**src/rtl/register_file_if.sv**
```systemverilog
// Bus bundle for the register file: one write port, two combinational read
// ports and the sequential-clear handshake.
interface register_file_if #(
    parameter int N = 32
) ();
    logic         wr_ena;
    logic [4:0]   wr_addr;
    logic [N-1:0] wr_data;
    logic [4:0]   rd_addr0;
    logic [N-1:0] rd_data0;
    logic [4:0]   rd_addr1;
    logic [N-1:0] rd_data1;
    logic         clr_req;
    logic         busy;
    logic         clr_done;

    modport master (
        output wr_ena, wr_addr, wr_data, rd_addr0, rd_addr1, clr_req,
        input  rd_data0, rd_data1, busy, clr_done
    );

    modport slave (
        input  wr_ena, wr_addr, wr_data, rd_addr0, rd_addr1, clr_req,
        output rd_data0, rd_data1, busy, clr_done
    );
endinterface

```
**src/rtl/register_file.sv**
```systemverilog
// 32 x N register file with two combinational read ports, one write port
// and a sequential clear that zeroes entries 1..31, one per cycle.
//
// state    | meaning
// ---------+-----------------------------------------------------------
// IDLE     | writes accepted; clr_req starts a clear (counter loads 1)
// CLEARING | entry[counter] zeroed each edge; writes and clr_req dropped
module register_file #(
    parameter int N = 32
) (
    input logic             clk,
    input logic             rst,
    register_file_if.slave  bus
);

    typedef enum logic {
        IDLE     = 1'b0,
        CLEARING = 1'b1
    } state_t;

    state_t       state_q, state_d;
    logic [4:0]   cnt_q, cnt_d;
    logic         clr_done_q, clr_done_d;
    logic [N-1:0] mem_q [32];
    logic [N-1:0] mem_d [32];

    // Next-state, clear counter, storage update and done pulse
    always_comb begin
        state_d    = state_q;
        cnt_d      = cnt_q;
        clr_done_d = 1'b0;
        mem_d      = mem_q;
        case (state_q)
            IDLE: begin
                // A write in the same cycle as clr_req still commits; the
                // clear that follows will zero it later.
                if (bus.wr_ena && bus.wr_addr != 5'd0) begin
                    mem_d[bus.wr_addr] = bus.wr_data;
                end
                if (bus.clr_req) begin
                    state_d = CLEARING;
                    cnt_d   = 5'd1;
                end
            end
            CLEARING: begin
                mem_d[cnt_q] = '0;
                if (cnt_q == 5'd31) begin
                    state_d    = IDLE;
                    cnt_d      = 5'd0;
                    clr_done_d = 1'b1;
                end else begin
                    cnt_d = cnt_q + 5'd1;
                end
            end
        endcase
        // Entry 0 is hardwired to zero.
        mem_d[0] = '0;
    end

    // State, counter, done pulse and storage flops; reset clears everything
    always_ff @(posedge clk or negedge rst) begin
        if (!rst) begin
            state_q    <= IDLE;
            cnt_q      <= 5'd0;
            clr_done_q <= 1'b0;
            for (int i = 0; i < 32; i++) begin
                mem_q[i] <= '0;
            end
        end else begin
            state_q    <= state_d;
            cnt_q      <= cnt_d;
            clr_done_q <= clr_done_d;
            mem_q      <= mem_d;
        end
    end

    assign bus.rd_data0 = mem_q[bus.rd_addr0];
    assign bus.rd_data1 = mem_q[bus.rd_addr1];
    assign bus.busy     = (state_q == CLEARING);
    assign bus.clr_done = clr_done_q;

endmodule

```
**src/flat_wrapper.sv**
```systemverilog
// flat-port wrapper written by rule: the top's interface ports become plain ports
module register_file_flat 
#(
    parameter int N = 32
)
  (clk, rst, bus_wr_ena, bus_wr_addr, bus_wr_data, bus_rd_addr0, bus_rd_addr1, bus_clr_req, bus_rd_data0, bus_rd_data1, bus_busy, bus_clr_done);
  register_file_if #(.N(N)) bus_i ();
  input logic clk;
  input logic rst;
  input wire logic [$bits(bus_i.wr_ena)-1:0] bus_wr_ena;
  input wire logic [$bits(bus_i.wr_addr)-1:0] bus_wr_addr;
  input wire logic [$bits(bus_i.wr_data)-1:0] bus_wr_data;
  input wire logic [$bits(bus_i.rd_addr0)-1:0] bus_rd_addr0;
  input wire logic [$bits(bus_i.rd_addr1)-1:0] bus_rd_addr1;
  input wire logic [$bits(bus_i.clr_req)-1:0] bus_clr_req;
  output wire logic [$bits(bus_i.rd_data0)-1:0] bus_rd_data0;
  output wire logic [$bits(bus_i.rd_data1)-1:0] bus_rd_data1;
  output wire logic [$bits(bus_i.busy)-1:0] bus_busy;
  output wire logic [$bits(bus_i.clr_done)-1:0] bus_clr_done;
  assign bus_i.wr_ena = bus_wr_ena;
  assign bus_i.wr_addr = bus_wr_addr;
  assign bus_i.wr_data = bus_wr_data;
  assign bus_i.rd_addr0 = bus_rd_addr0;
  assign bus_i.rd_addr1 = bus_rd_addr1;
  assign bus_i.clr_req = bus_clr_req;
  assign bus_rd_data0 = bus_i.rd_data0;
  assign bus_rd_data1 = bus_i.rd_data1;
  assign bus_busy = bus_i.busy;
  assign bus_clr_done = bus_i.clr_done;
  register_file #(.N(N)) u_core (.clk(clk), .rst(rst), .bus(bus_i));
endmodule
```
**config.mk**
```make
export PLATFORM = sky130hd
export DESIGN_NAME = register_file_flat
export DESIGN_NICKNAME = d
export VERILOG_FILES = /design/src/rtl/register_file_if.sv /design/src/rtl/register_file.sv /design/src/flat_wrapper.sv
export SDC_FILE = /design/constraint.sdc
export NUM_CORES = 2
export LEC_CHECK = 0
export BUFFER_PORTS_ARGS = -buffer_cell sky130_fd_sc_hd__buf_2
export CAP_MARGIN = 20
export CORE_ASPECT_RATIO = 2
export CORE_MARGIN = 1
export CORE_UTILIZATION = 41
export DETAILED_ROUTE_END_ITERATION = 8
export HOLD_SLACK_MARGIN = 0.02
export PLACE_DENSITY = 0.56
export SYNTH_ARGS = -nofsm -noshare
export SYNTH_HDL_FRONTEND = slang
export SYNTH_SLANG_ARGS = --single-unit
```
**constraint.sdc**
```tcl
create_clock -name clk -period 1.8 [get_ports clk]
set_input_delay 0.09 -clock clk [delete_from_list [all_inputs] [get_ports clk]]
set_output_delay 0.09 -clock clk [all_outputs]
set_load 0.01 [all_outputs]
```
# ---- After elaboration in Yosys (flattened, before gate mapping)
# Cells that the tools add are included.
dict set report op_classes {
  eq_ne 3
  reduce_logical 4
  n_addsub 1
  n_mux 21
  bitwise_logic 7
  n_lt_le_gt_ge 6
}
# operator n
set op_table {}
lappend op_table {{one-hot mux 992 bit (2 select lines)} 1}
lappend op_table {{bitwise mux 1024 bit} 1}
lappend op_table {{bitwise AND 992 bit} 1}
lappend op_table {{two-way mux 992 bit} 1}
lappend op_table {{NOT 992 bit} 1}
lappend op_table {{binary-select mux 32 bit (select 5 bit)} 2}
lappend op_table {{demux 32 bit (select 5 bit)} 2}
lappend op_table {{two-way mux 32 bit} 6}
lappend op_table {{greater-or-equal comparator 6 bit, second input constant} 4}
lappend op_table {{NOT 5 -> 6 bit} 4}
lappend op_table {{less-than comparator 6 x 1 -> 1 bit, second input constant} 2}
lappend op_table {{two-way mux 5 bit} 2}
lappend op_table {{one-hot mux 5 bit (2 select lines)} 1}
lappend op_table {{adder 5 x 1 -> 5 bit, second input constant} 1}
lappend op_table {{== test 5 bit, second input constant} 1}
lappend op_table {{nonzero test 5 bit} 1}
lappend op_table {{two-way mux 1 bit} 4}
lappend op_table {{logical AND 1 bit} 3}
lappend op_table {{!= test 2 x 1 -> 1 bit, second input constant} 1}
lappend op_table {{!= test 2 bit, second input constant} 1}
lappend op_table {{one-hot mux 1 bit (2 select lines)} 1}
lappend op_table {{NOT 1 bit} 1}
dict set report totals {
  wordCells 76
  register_bits 999
  input_bits 51
}

# ---- Logic depth before layout (Yosys ltp)
dict set report logic_depth {
  ltp_word 8
  depth_mapped 9
  mapped_depth_nobuf 5
}

# ---- Worst setup path before layout
# Ideal clock, no wire load.
dict set report synth_path {
  kind {input to output}
  from {input bus_rd_addr1[0]}
  to {output bus_rd_data1[10]}
  arrival_ns 1.792
  path_stages 7
  setup_slack_ns -0.082
  path_cell_list {buf_2 -> buf_2 -> buf_2 -> mux4_2 -> a22o_1 -> o21ai_0 -> o31ai_1}
}
dict set report synth_between {
  elab_chain_len 4
}
# element line
set synth_rtl {}
lappend synth_rtl {{from (decl)} flat_wrapper.sv:14} ;# input wire logic [$bits(bus_i.rd_addr1)-1:0] bus_rd_addr1;
lappend synth_rtl {{NOT 5 -> 6 bit (not written as such)} register_file.sv:78} ;# assign bus.rd_data1 = mem_q[bus.rd_addr1];
lappend synth_rtl {{binary-select mux 32 bit (select 5 bit)} register_file.sv:78}
lappend synth_rtl {{two-way mux 32 bit (not written as such) (2 in a row)} register_file.sv:78}
lappend synth_rtl {{to (decl)} flat_wrapper.sv:17} ;# output wire logic [$bits(bus_i.rd_data1)-1:0] bus_rd_data1;
# No other way between the ends. The select of a mux whose other input is x is not followed.

# ---- Final worst setup path
dict set report layout_path {
  from {register u_core.mem_q[431] in the netlist's numbering}
  to {output bus_rd_data0[15]}
}
dict set report layout_between {
  elab_chain_len 3
}
# element line
set layout_rtl {}
lappend layout_rtl {{from (decl)} register_file.sv:24} ;# logic [N-1:0] mem_q [32];
lappend layout_rtl {{from (signal assigned)} register_file.sv:73} ;# mem_q <= mem_d;
lappend layout_rtl {{binary-select mux 32 bit (select 5 bit)} register_file.sv:77} ;# assign bus.rd_data0 = mem_q[bus.rd_addr0];
lappend layout_rtl {{two-way mux 32 bit (not written as such) (2 in a row)} register_file.sv:77}
lappend layout_rtl {{to (decl)} flat_wrapper.sv:16} ;# output wire logic [$bits(bus_i.rd_data0)-1:0] bus_rd_data0;
# No other way between the ends. The select of a mux whose other input is x is not followed.

==> run metrics <==
status=finished, violations left; violated checks=negative setup slack; Overflow after GRT=0; initial antenna violation count=8; clk buf depth=3; area of the multi-input gates=approximately 0.027 mm2; Compound-Gate Fraction of Synth Area=23.74%; final worst slack=-0.9393 ns; largest net degree at the start of global routing=between 60 and 70; largest family of logic cells by synthesized area=compound AO/OA/AOI/OAI gates; final core utilization=54.98%; Layout area overhead=33.38%; post-synthesis adder-cell area fraction=less than 1%; share of cells above drive strength 1=between 40% and 50%; Critical Path Source Type=register; Distinct cells, synth=39; clk slew on worst S/H paths=approximately 0.07 ns; final setup fails=120; site row count=between 150 and 200; Post-synth ARST share=100.0%; Die H=about 500 um; CTS Buf Count=96; crit share post-route=152.2%; # DRC=0; Critical Path RT=~1.7 ns; Placement Cell Area=approximately 0.062 mm2; Mapped Area=roughly 0.052 mm2; Critical Path Fanout Max=3; fillers=10281; number of synthesized flops with an enable pin=0; post-route cell area=0.06899 mm2; Final Power=approximately 74000 uW; io pins=117; Power Density=between 1000 and 1500 mW/mm2; effective utilization at floorplan=between 40 and 50%; HP Class=primary input to register; final hold violations=0; max_cap viols=0; average size of a mapped cell=about 14 um2; post-route ant nets=0; detailed-route via count=43003; Seq/Total Area, Yosys=48.33%; # clock sinks=between 900 and 1000; later-pin clock latency in the skew report=0.72 ns; Final Net Count=approximately 4600; Via-to-Cell Ratio=around 6.9; Critical Path AT=around 2.7 ns; number of global-route vias before repair=between 40000 and 50000; 1st-iter DRT viols=between 4000 and 5000; Worst setup EP type=output port; Mapped Cells=between 3000 and 4000; Post-Synth Simple-Gate Area=between 1.5 and 2%; crit path kind=register to output port; WL final=approximately 230 mm; RSZ-0062 raised after global routing=yes; first-pass GRT wire length=~320 mm; GRT Util Overall=35.38%; Chip Width=around 250 um; Post-Synth XOR/XNOR Area=less than 1%; hpwl dp=about 140 mm; Worst VDD drop=roughly 0.80 mV; port bufs=around 120; most frequent cells in the layout=a22o_1 (1161), dfrtp_1 (996), buf_4 (699); commonest non-fill, non-tap cell in the layout=a22o_1; post-synthesis mux area share=a little over a fifth; headroom to the max-slew limit=between 40 and 50%; H-tree Lvls=3; Reg area=between 0.02 and 0.03 mm2; clk root buf=clkbuf_16; Main synth FF type=dfrtp_1; Max Slew Vio Count=0; first-pass iteration count of the detailed router=6; Final Skew=between 0.02 and 0.025 ns; core area=0.1255 mm2; worst slew pin tran=slightly above 0.8 ns; achievable frequency=around 370 MHz; reg2reg path depth=10; CTS tree=built; routed len/inst=36.00 um; worst slack, placed=-1.062 ns; Lkg Pwr=between 0.03 and 0.04 uW; Syn. warnings=0; die area=between 0.1 and 0.15 mm2; crit path time final=between 2 and 3 ns; Final GP Congestion=roughly 0.94; Hold Path Depth=3; Mapped Nets=~3800; #FFs+latches synth=between 900 and 1000
[state kept, by name, summed over array words and instances (netlist names)]
signal,count
u_core.bus.busy,1
u_core.bus.clr_done,1
u_core.cnt_q,5
u_core.mem_q,992
[final timing paths]
path,start,endpoint,slack (ns)
worst min register to register,u_core.mem_q[553],u_core.mem_q[553],0.52
worst min-delay path,bus_wr_data[7],u_core.mem_q[231],0.04
max in group asynchronous,rst,u_core.cnt_q[0],1.05
min in group asynchronous,rst,u_core.mem_q[887],0.20
worst max-delay path,u_core.mem_q[431],bus_rd_data0[15],-0.94
worst max register to register,u_core.cnt_q[1],u_core.mem_q[76],-0.07
[critical path, stage by stage (launching register included)]
cell and delay [ns]:
dfrtp_1 0.42, mux4_2 0.49, a22o_4 0.26, o21ai_4 0.34, buf_6 0.17, o31ai_4 0.08
buf_2 0.17
[logic make-up after synthesis]
family / count (synthesis)
mux: 641
flops: 999
fa+ha+maj: 5
buf+inv: 505
compound gates: 1477
simple gates: 144
xor+xnor: 2
[stage by stage]
stage	std cells	hold WS (ns)	TNS, ns
floorplan	3773	-0.2056	-9.845
global placement	5998	0.05596	-86.83
detailed placement	6001	0.05511	-99.80
CTS	6235	0.02104	-50.97
global route	6270	0.03830	-54.76
finish	6271	0.04001	-50.48
[power by group]
group	leakage (uW)	total [uW]	internal, uW	switching [uW]
Combinational	0.0161	21600	11600	10000
Clock	0.00169	23000	13300	9770
Sequential	0.0138	29000	26000	3040
Total	0.0316	73700	50800	22800
[cell usage after synthesis (7+ instances only)]
master	count	area, um2
a211oi_1	64	480.5
a21oi_1	26	130.1
a22o_1	1183	10360
and2_1	71	444.2
buf_1	16	60.06
buf_2	116	580.6
buf_4	15	112.6
clkbuf_1	350	1314
dfrtp_1	999	25000
inv_1	7	26.28
mux2_2	63	709.4
mux2i_1	194	1942
mux4_2	384	8648
nor2_1	23	86.33
nor2b_1	9	56.30
o21ai_0	67	335.3
o22ai_1	64	400.4
o31ai_1	65	488.0
[timing repair]
item | 4_1_cts | 5_1_grt
pin swaps | 141 | 87
hold buffers | 24 | 0
setup endpoints to repair | 659 | 339
buffers inserted | 41 | 31
gates cloned | 12 | 8
hold endpoints to repair | 1086 | 0
gates resized for setup | 316 | 101
[layout make-up]
class                           count  area share, %
Antenna cell                        5        0.01814
Clock buffer                      128          3.954
Clock inverter                     48          1.090
Inverter                            7        0.04171
Multi-Input combinational cell   2269          38.55
Sequential cell                   999          36.24
Tap cell                         1674          3.036
Timing Repair Buffer             1141          17.06
[layer usage]
metal	wire (um)	share of wire [%]	vias to the layer above	track usage, %
li1	-	-	16848	-
met5	30	0.013	-	0
met2	109500	49	2805	57.35
met4	19290	8.5	4	27.57
met3	18390	8.1	743	6.319
met1	78530	35	22603	41.34
Power figures use the tool's default switching activity.
